[config.mk]
export PLATFORM = sky130hd
export DESIGN_NAME = deff_ddr_tx
export DESIGN_NICKNAME = d
export VERILOG_FILES = /design/src/rtl/dphy_pkg.sv /design/src/rtl/ddr_edge_reg.sv /design/src/rtl/deff_ddr_tx.sv
export SDC_FILE = /design/constraint.sdc
export NUM_CORES = 1
export LEC_CHECK = 0
export ABC_CLOCK_PERIOD_IN_PS = 900
export BUFFER_PORTS_ARGS = -buffer_cell sky130_fd_sc_hd__buf_2
export CORE_AREA = 2 2 39 41
export DETAILED_ROUTE_END_ITERATION = 10
export DIE_AREA = 0 0 41 43
export SYNTH_ARGS = -nofsm -noshare
export SYNTH_HDL_FRONTEND = slang
export SYNTH_SLANG_ARGS = --single-unit
[constraint.sdc]
create_clock -name TX_DDR_clk -period 0.9 [get_ports TX_DDR_clk]
set_input_delay 0.09 -clock TX_DDR_clk [delete_from_list [all_inputs] [get_ports TX_DDR_clk]]
set_output_delay 0.09 -clock TX_DDR_clk [all_outputs]
set_load 0.05 [all_outputs]
[src/rtl/dphy_pkg.sv]
// Shared D-PHY HS transmit definitions: idle levels, polarity default,
// and the order in which the two bits of a DDR period go on the wire.
package dphy_pkg;

    // Pad levels while the lane is not in HS drive.
    localparam logic IDLE_DP_DEF = 1'b0;
    localparam logic IDLE_DN_DEF = 1'b0;

    // Lane polarity: 0 = Dp carries the data, 1 = Dp/Dn exchanged.
    localparam bit SWAP_PN_DEF = 1'b0;

    // Which serializer bit owns the first (rising-edge) half-period.
    typedef enum logic {
        B1_FIRST = 1'b0,
        B2_FIRST = 1'b1
    } ddr_order_e;

    localparam ddr_order_e DDR_ORDER = B1_FIRST;

    // XOR DDR encoding: each edge register stores its bit folded with the
    // opposite-edge register, so r_p ^ r_n equals the newest captured bit.
    function automatic logic ddr_enc(input logic bit_in, input logic other_q);
        return bit_in ^ other_q;
    endfunction

endpackage

[src/rtl/ddr_edge_reg.sv]
// Single-bit DDR half register: async active-low clear, clocked on the edge
// chosen by RISE. When ld_en is high it captures d, otherwise it loads 0 so
// a disabled lane never keeps stale data around.
module ddr_edge_reg #(
    parameter bit RISE = 1'b1
) (
    input  logic clk,
    input  logic clr_n,
    input  logic ld_en,
    input  logic d,
    output logic q
);

    generate
        if (RISE) begin : g_rise
            // Rising-edge capture, zeroed when not loading.
            always_ff @(posedge clk or negedge clr_n) begin
                if (!clr_n) q <= 1'b0;
                else        q <= ld_en ? d : 1'b0;
            end
        end else begin : g_fall
            // Falling-edge capture, zeroed when not loading.
            always_ff @(negedge clk or negedge clr_n) begin
                if (!clr_n) q <= 1'b0;
                else        q <= ld_en ? d : 1'b0;
            end
        end
    endgenerate

endmodule

[src/rtl/deff_ddr_tx.sv]
// D-PHY HS DDR output stage: two bits per TX_DDR_clk period onto Dp/Dn,
// first bit on the rising edge, second on the falling edge.
module deff_ddr_tx
    import dphy_pkg::*;
#(
    parameter bit   SWAP_PN = SWAP_PN_DEF,
    parameter logic IDLE_DP = IDLE_DP_DEF,
    parameter logic IDLE_DN = IDLE_DN_DEF
) (
    input  logic TX_DDR_clk,
    input  logic TX_rst,
    input  logic Enable,
    input  logic Serial_B1,
    input  logic Serial_B2,
    output logic Dp,
    output logic Dn
);

    localparam ddr_order_e ORDER = DDR_ORDER;

    logic [1:0] rst_sync;
    logic       srst_n;
    logic       en_q;
    logic       r_p;
    logic       r_n;
    logic       bit_first;
    logic       bit_second;
    logic       d_p;
    logic       d_n;
    logic       d;
    logic       pos;
    logic       drive;

    // Reset synchronizer: asserts immediately, releases on the 2nd posedge.
    always_ff @(posedge TX_DDR_clk or negedge TX_rst) begin
        if (!TX_rst) rst_sync <= 2'b00;
        else         rst_sync <= {rst_sync[0], 1'b1};
    end

    assign srst_n = rst_sync[1];

    // Enable as seen at the last rising edge; qualifies the falling half.
    always_ff @(posedge TX_DDR_clk or negedge srst_n) begin
        if (!srst_n) en_q <= 1'b0;
        else         en_q <= Enable;
    end

    assign bit_first  = (ORDER == B1_FIRST) ? Serial_B1 : Serial_B2;
    assign bit_second = (ORDER == B1_FIRST) ? Serial_B2 : Serial_B1;

    assign d_p = ddr_enc(bit_first, r_n);
    assign d_n = ddr_enc(bit_second, r_p);

    ddr_edge_reg #(.RISE(1'b1)) u_r_p (
        .clk   (TX_DDR_clk),
        .clr_n (srst_n),
        .ld_en (Enable),
        .d     (d_p),
        .q     (r_p)
    );

    ddr_edge_reg #(.RISE(1'b0)) u_r_n (
        .clk   (TX_DDR_clk),
        .clr_n (srst_n),
        .ld_en (en_q),
        .d     (d_n),
        .q     (r_n)
    );

    // Only one of r_p/r_n changes per edge, so the XOR does not glitch.
    assign d   = r_p ^ r_n;
    assign pos = d ^ SWAP_PN;

    // TX_rst gates the pads directly so idle is immediate on assertion.
    assign drive = en_q & srst_n & TX_rst;

    // Output mux: complementary data while driving, idle levels otherwise.
    always_comb begin
        Dp = IDLE_DP;
        Dn = IDLE_DN;
        if (drive) begin
            Dp = pos;
            Dn = ~pos;
        end
    end

endmodule

* Word-level counts from Yosys, hierarchy flattened
Index checks and enable logic that the tools add are counted.
** Cells by class
- Divide/modulo/power cells :: 0
- Multiplexer cells :: 4
- $add $sub $neg :: 0
- $lt $le $gt $ge :: 0
- Reductions and logical operators :: 0
- Shift operators :: 0
- Bitwise gates (word level) :: 6
- Equality and inequality tests :: 0
- Multiply operators :: 0
** Operators with widths (number)
- 1-bit 2-to-1 mux :: 4
- 1-bit XOR :: 3
- 1-bit bitwise AND :: 2
- 1-bit NOT :: 1
** Storage, ports and cells
- Logic and storage cells :: 14
- Memory bits (writable) :: 0
- Memories kept :: 0
- Output and inout port bits :: 2
- Input port bits :: 5
- Latch bits :: 0
- Register bits after elaboration :: 5
- ROM bits :: 0

* Logic depth before layout (Yosys ltp)
Gate-level depths: netlist (run 1).
- Depth after elaboration :: 3
- Mapped depth :: 2
- Depth with buffers taken out :: 2

* Modules after synthesis
From an unflattened synthesis (run 1), not the netlist that was laid out.
** Unflattened totals
- Cells, all modules :: 14
- Area, all modules :: 185.2 sq um
** By module, submodules not included
- deff_ddr_tx :: cells each 10, area an instance 122.6 sq um, times used 1
- ddr_edge_reg :: cells each 2, area an instance 31.3 sq um, times used 2

==> results.ini, run 1 <==
[timing]
timing_max_transition_violations_final=0
report.final.setup_viol=4
worst_slack_ns=-0.798
grt_setup_unrepaired=yes
final_hold_viol_count=0
fin_skew_ns=0.0166
setup_tns_ns=-2.37

[clock_tree]
tritoncts_clock_tree=built
clkLatencyLatePin_ns=0.25
clock-sinks=5
clk_transition_reported_paths_ns=0.05
ctsLongestPathBuffers=2
numCtsBuffers=3
buffer_type_at_the_clock_tree_root=clkbuf_4
cts.htree.levels=1

[synth]
synth.net_count=19
main_combinational_cell_family_by_area_after_synthesis=simple AND/OR/NAND/NOR gates
ys_seq_elements=5
netlist-cell-type-count=8
area_share_of_fa_ha_maj_cells_after_synthesis_pct=0
synthDominantAreaCellType=dfrtp_1
muxShareOfSynthArea_pct=0
synth_seq_area_share_pct=67.6
post_synth_design_cell_area_um2=185
synth_compound_area_share_pct=0
synth_top_area_share_pct=54.1
synthesis.instances=14
simple_gate_share_of_the_synthesized_area_pct=16.2
post_synth.cell_area_avg_um2=13.2
synth.yosys.warnings=0
post_synth_xor_area_fraction_pct=14.2
top_cells_by_area_in_the_synthesized_netlist=dfrtp_1 54%, xor2_1 14%, dfrtn_1 14%

[placed_design]
post_dp_cell_area_um2=297
dp_slack_ns=-0.634
io_buffers=6
estimated_wirelength_of_the_detail_placed_design_um=243
globalplace.congestion=0.605

[floorplan]
placeableCoreArea_mm2=0.00138
die-width_um=41
die_area_mm2=0.00176
number_of_rows_in_the_core_area=14
initial_core_util_pct=13.4
die_y_um=43
io_pins=7

[final_layout]
most-common-layout-cells=6 x buf_4, 4 x dfrtp_1, 4 x buf_2, 3 x clkbuf_4
nets=38
num_antenna_cells=0
share_of_cells_above_drive_strength_1_pct=56.3
final_util_pct=26.2
area_delta_synth_final_pct=95.9
most_common_cell_after_layout_fill_and_taps_aside=buf_4
final_cell_area_um2=363

[detailed_routing]
route.detailed.wl_per_inst_um=7.33
drc=0
detailroute.via_count=162
drt_pre_antenna_iters=1
postRouteWirelength_um=352
final_antenna_net_count=0
initialDrtViolationCount=0
drt-vias-per-instance=3.38

[setup_path]
cp_slowest_stage_delay_ns=0.44
top_family_by_delay_on_critical_path=flip-flops
reg2reg_setup_slack_ns=-0.45
crit_fanout=2
worstPathRequired_ns=0.81
slowest_stage_cell_cp=dfrtn_1
worst_setup_path_start_kind=flop
cp_cell_sequence=xor2_2 > and2b_4 > buf_8
path_class=flop to output port
rr_worst_depth=3
cp.buffers_inverters=1
r2r_end=u_r_p.q
cp-end-kind=output port
beginning_of_the_worst_register_to_register_path=u_r_n.q
worst-endpoint-arrival_ns=1.61

[pwr]
power.sequential.fraction_pct=39.7
leak_pwr_nw=0.176
comb_power_share_pct=19.7
clkPwrFrac_pct=40.7
peak_ir_drop_on_the_vdd_network_uv=915
fraction_of_power_spent_switching_nets_pct=24.1
power.internal_mw=0.482
power_per_cell_area_mw_per_mm2=1750
switchingPower_mw=0.153

[status]
violations_in_the_final_reports=setup timing
run_status=complete, but fails checks

[global_route]
antenna_found_initial=0
track_usage_pct=5.98
global_route.overflow_total=0
grt_pass1_vias=168
grt_first_pass_wirelength_um=641
grt_max_degree=4

[flow_run]
maxCapViolations=0

[hold_path]
min-delay-path-class=flop to asynchronous set/reset pin

-- synthesized netlist by cell type --
master / count
and2_1: 2
dfrtn_1: 1
nand3_1: 1
dfrtp_1: 4
and2b_2: 1
conb_1: 1
nor2_1: 1
xor2_1: 3
-- logic make-up after synthesis --
group / after synthesis
XOR/XNOR: 3
flip-flops: 5
AND/OR/NAND/NOR: 5
other: 1
-- routing by layer --
| layer | up-vias | track usage, % | part of all wire, % |
|---|---|---|---|
| met5 | - | 0 | 0 |
| met4 | 0 | 2.00 | 0 |
| met3 | 0 | 6.28 | 13 |
| met2 | 9 | 6.88 | 46 |
| met1 | 76 | 7.31 | 40 |
| li1 | 77 | - | - |
-- flip-flops by register name, indices dropped and copies added (netlist names) --
signal,count
en_q,1
u_r_p.q,1
rst_sync,2
u_r_n.q,1
-- power groups by stage --
stage | logic [mW] | registers [mW] | clock network, mW
2_1_floorplan | 0.0501 | 0.259 | 0
3_3_place_gp | 0.107 | 0.255 | 0
3_5_place_dp | 0.108 | 0.256 | 0
4_1_cts | 0.123 | 0.253 | 0.267
5_1_grt | 0.136 | 0.254 | 0.300
6_report | 0.125 | 0.252 | 0.259
-- per-stage QoR --
stage                     std cells  power (mW)  hold slack [ns]
after floorplan                  14       0.309           -0.206
after CTS                        48       0.642            0.153
final                            48       0.636            0.153
after detailed placement         42       0.364          -0.0237
after global routing             48       0.691            0.162
after global placement           42       0.362          -0.0181
-- timing repair --
| action | in CTS | in global routing |
|---|---|---|
| resized for setup | 5 | 1 |
| buffers inserted | 1 | 0 |
| hold endpoints to repair | 3 | 0 |
| pin swaps | 3 | 1 |
| hold buffers | 2 | 0 |
| setup endpoints to repair | 4 | 4 |
-- how the worst max path moves through the flow --
stage | cells after the start | startpoint | end | slack, ns
after floorplan | 2 | u_r_n.q | Dp | -0.56
after global placement | 3 | u_r_n.q | Dp | -0.62
after detailed placement | 3 | u_r_n.q | Dp | -0.63
after CTS | 4 | u_r_n.q | Dn | -0.81
after global routing | 4 | u_r_n.q | Dn | -0.86
final | 3 | u_r_n.q | Dp | -0.80
-- layout make-up --
class,count,area [µm²]
multi-input cells,9,76.3
fillers,153,1020
repair buffers,14,115
well taps,16,20.0
clock buffers,4,26.3
flip-flops and latches,5,125
Power figures use the tool's default switching activity.
==> run 2: changes to the inputs <==
--- a/config.mk
+++ b/config.mk
@@ -10,2 +10,3 @@
 export CORE_AREA = 2 2 39 41
+export CTS_BUF_LIST = sky130_fd_sc_hd__clkbuf_2
 export DETAILED_ROUTE_END_ITERATION = 10
==> constraint.sdc (replaced) <==
create_clock -name TX_DDR_clk -period 0.9 [get_ports TX_DDR_clk]
set_input_delay 0 -clock TX_DDR_clk [delete_from_list [all_inputs] [get_ports TX_DDR_clk]]
set_output_delay 0 -clock TX_DDR_clk [all_outputs]
set_load 0.05 [all_outputs]
==> run 2 against run 1 <==
The run still ends with setup timing left. Die area did not move. Sequential power hardly changed. Critical endpoint is now Dn. Largest power group is now registers. Cell count did not move. Sequential share of layout area grew 0.60 points. Worst hold slack worse by 0.048 ns. Sequential cell count stayed put. First-iteration DRC count stayed put.
==> results.ini, run 2 (synthesis results as in run 1) <==
[setup_path]
rr_worst_depth=3  ; unchanged
crit_start=u_r_n.q  ; unchanged
worst_setup_path_start_kind=flop  ; unchanged
path_class=flop to output port  ; unchanged
slowest_stage_cell_cp=dfrtn_1  ; unchanged
cp_slowest_stage_delay_ns=0.37  ; was 0.44 ns
top_family_by_delay_on_critical_path=flip-flops  ; unchanged
cp-end-kind=output port  ; unchanged
crit_fanout=2  ; unchanged
worst-endpoint-arrival_ns=1.57  ; was 1.61 ns
worstPathRequired_ns=0.90  ; was 0.81 ns
cp_cell_sequence=xor2_2 > buf_4 > nor2_4 > buf_8  ; was xor2_2 > and2b_4 > buf_8
critical_path_cell_count=4  ; was 3
beginning_of_the_worst_register_to_register_path=u_r_n.q  ; unchanged
cp.buffers_inverters=2  ; was 1

[clock_tree]
numCtsBuffers=3  ; unchanged
ctsLongestPathBuffers=2  ; unchanged
buffer_type_at_the_clock_tree_root=clkbuf_2  ; was clkbuf_4
clock-sinks=5  ; unchanged
cts.htree.levels=1  ; unchanged
clkLatencyLatePin_ns=0.21  ; was 0.25 ns
clk_transition_reported_paths_ns=0.05  ; about the same
tritoncts_clock_tree=built  ; unchanged

[pwr]
leak_pwr_nw=0.178  ; was 0.176 nW
peak_ir_drop_on_the_vdd_network_uv=503  ; was 915 µV
power_per_cell_area_mw_per_mm2=1620  ; was 1750 mW/mm²

[timing]
final_hold_viol_count=0  ; unchanged
fin_skew_ns=0.00492  ; was 0.0166 ns
grt_setup_unrepaired=yes  ; unchanged
timing_max_transition_violations_final=0  ; unchanged
setup_tns_ns=-2.12  ; was -2.37 ns
worst_slack_ns=-0.672  ; was -0.798 ns
report.final.setup_viol=4  ; unchanged

[global_route]
met3_track_demand_over_resource_in_global_routing_pct=3.66  ; was 6.28%
grt_pass1_vias=153  ; was 168
grt_first_pass_wirelength_um=531  ; was 641 µm
track_usage_pct=5.16  ; was 5.98%
antenna_found_initial=0  ; unchanged
global_route.peak_usage_layer=met1  ; unchanged
gr-usage-met1_pct=6.25  ; was 7.31%
use_met2_pct=5.00  ; was 6.88%
global_route.overflow_total=0  ; unchanged
grt_max_degree=4  ; unchanged

[final_layout]
most-common-layout-cells=6 x buf_4, 4 x clkbuf_2, 4 x dfrtp_1, 4 x buf_2  ; was 6 x buf_4, 4 x dfrtp_1, 4 x buf_2, 3 x clkbuf_4
final_standard_cell_count_with_taps_included_and_fillers_excluded=48  ; unchanged
largest_register_ff_count=2  ; unchanged
most_common_cell_after_layout_fill_and_taps_aside=buf_4  ; unchanged
share_of_cells_above_drive_strength_1_pct=59.4  ; was 56.3%
num_antenna_cells=0  ; unchanged
nets=38  ; unchanged
largest_register=rst_sync  ; unchanged
final_util_pct=25.8  ; was 26.2%
area_delta_synth_final_pct=92.6  ; was 95.9%

[status]
run_status=complete, but fails checks  ; unchanged
violations_in_the_final_reports=setup timing  ; unchanged

[floorplan]
io_pins=7  ; unchanged
initial_core_util_pct=13.4  ; unchanged
die_area_mm2=0.00176  ; unchanged
die-width_um=41  ; unchanged
number_of_rows_in_the_core_area=14  ; unchanged
die_y_um=43  ; unchanged
placeableCoreArea_mm2=0.00138  ; unchanged

[hold_path]
min-delay-path-class=primary input to flop  ; was flop to asynchronous set/reset pin
hold_depth=3
worst_hold_startpoint=Serial_B1

[detailed_routing]
final_antenna_net_count=0  ; unchanged
route.detailed.wl_per_inst_um=6.60  ; was 7.33 µm
drt_pre_antenna_iters=1  ; unchanged
detailroute.via_count=156  ; was 162
initialDrtViolationCount=0  ; unchanged
drc=0  ; unchanged
drt-vias-per-instance=3.25  ; was 3.38
postRouteWirelength_um=317  ; was 352 µm

[placed_design]
globalplace.congestion=0.610  ; was 0.605
io_buffers=6  ; unchanged
dp_cells=42  ; unchanged

[flow_run]
maxCapViolations=0  ; unchanged

run 2: cell counts in the layout (fill, tap and decap cells not counted):
Identical to the previous run, type by type.
run 2: path summary, 6_finish.rpt:
check	to	slack, ns
worst min register to register	en_q	0.14
worst max register to register	u_r_p.q	-0.44
max in group asynchronous	u_r_n.q	0.29
worst min-delay path	u_r_p.q	0.10
min in group asynchronous	rst_sync[0]	0.11
worst max-delay path	Dn	-0.67
run 2: area by class of cell:
class                   count  area, µm²
fillers                   152       1030
multi-input cells           9       76.3
clock buffers               4       20.0
flip-flops and latches      5        125
well taps                  16       20.0
repair buffers             14        115
run 2: power breakdown:
group          leakage (nW)  internal (mW)  switching [mW]
Clock                0.0166          0.118          0.0856
Combinational         0.100         0.0723          0.0513
Sequential           0.0607          0.242          0.0101
run 2: timing repair:
item,4_1_cts,5_1_grt
hold buffers,2,0
endpoints found under the setup margin,4,4
pin swaps,3,0
gates resized for setup,5,1
endpoints found under the hold margin,4,0
setup buffers,1,0
run 2: per-stage QoR:
stage / setup slack (ns) / power (mW) / cell area (µm²) / hold slack, ns
after floorplan: -0.472 / 0.309 / 201 / -0.296
after global placement: -0.526 / 0.362 / 297 / -0.203
after detailed placement: -0.541 / 0.363 / 297 / -0.208
after CTS: -0.693 / 0.594 / 353 / 0.0832
after global routing: -0.752 / 0.620 / 357 / 0.0990
final: -0.672 / 0.579 / 357 / 0.105
run 2: per-layer routing:
metal | up-vias | wire [µm]
met5 | - | 0
met4 | 0 | 0
met3 | 0 | 38
met2 | 7 | 132
met1 | 70 | 146
li1 | 79 | -
run 2: worst register-to-register path, delay by kind of cell (launching register included):
family                    cells  cell delay, ns
DFF                           1            0.37
buffers and inverters         1            0.15
xor gates and xnor gates      1            0.13
and+or+nand+nor               1            0.14
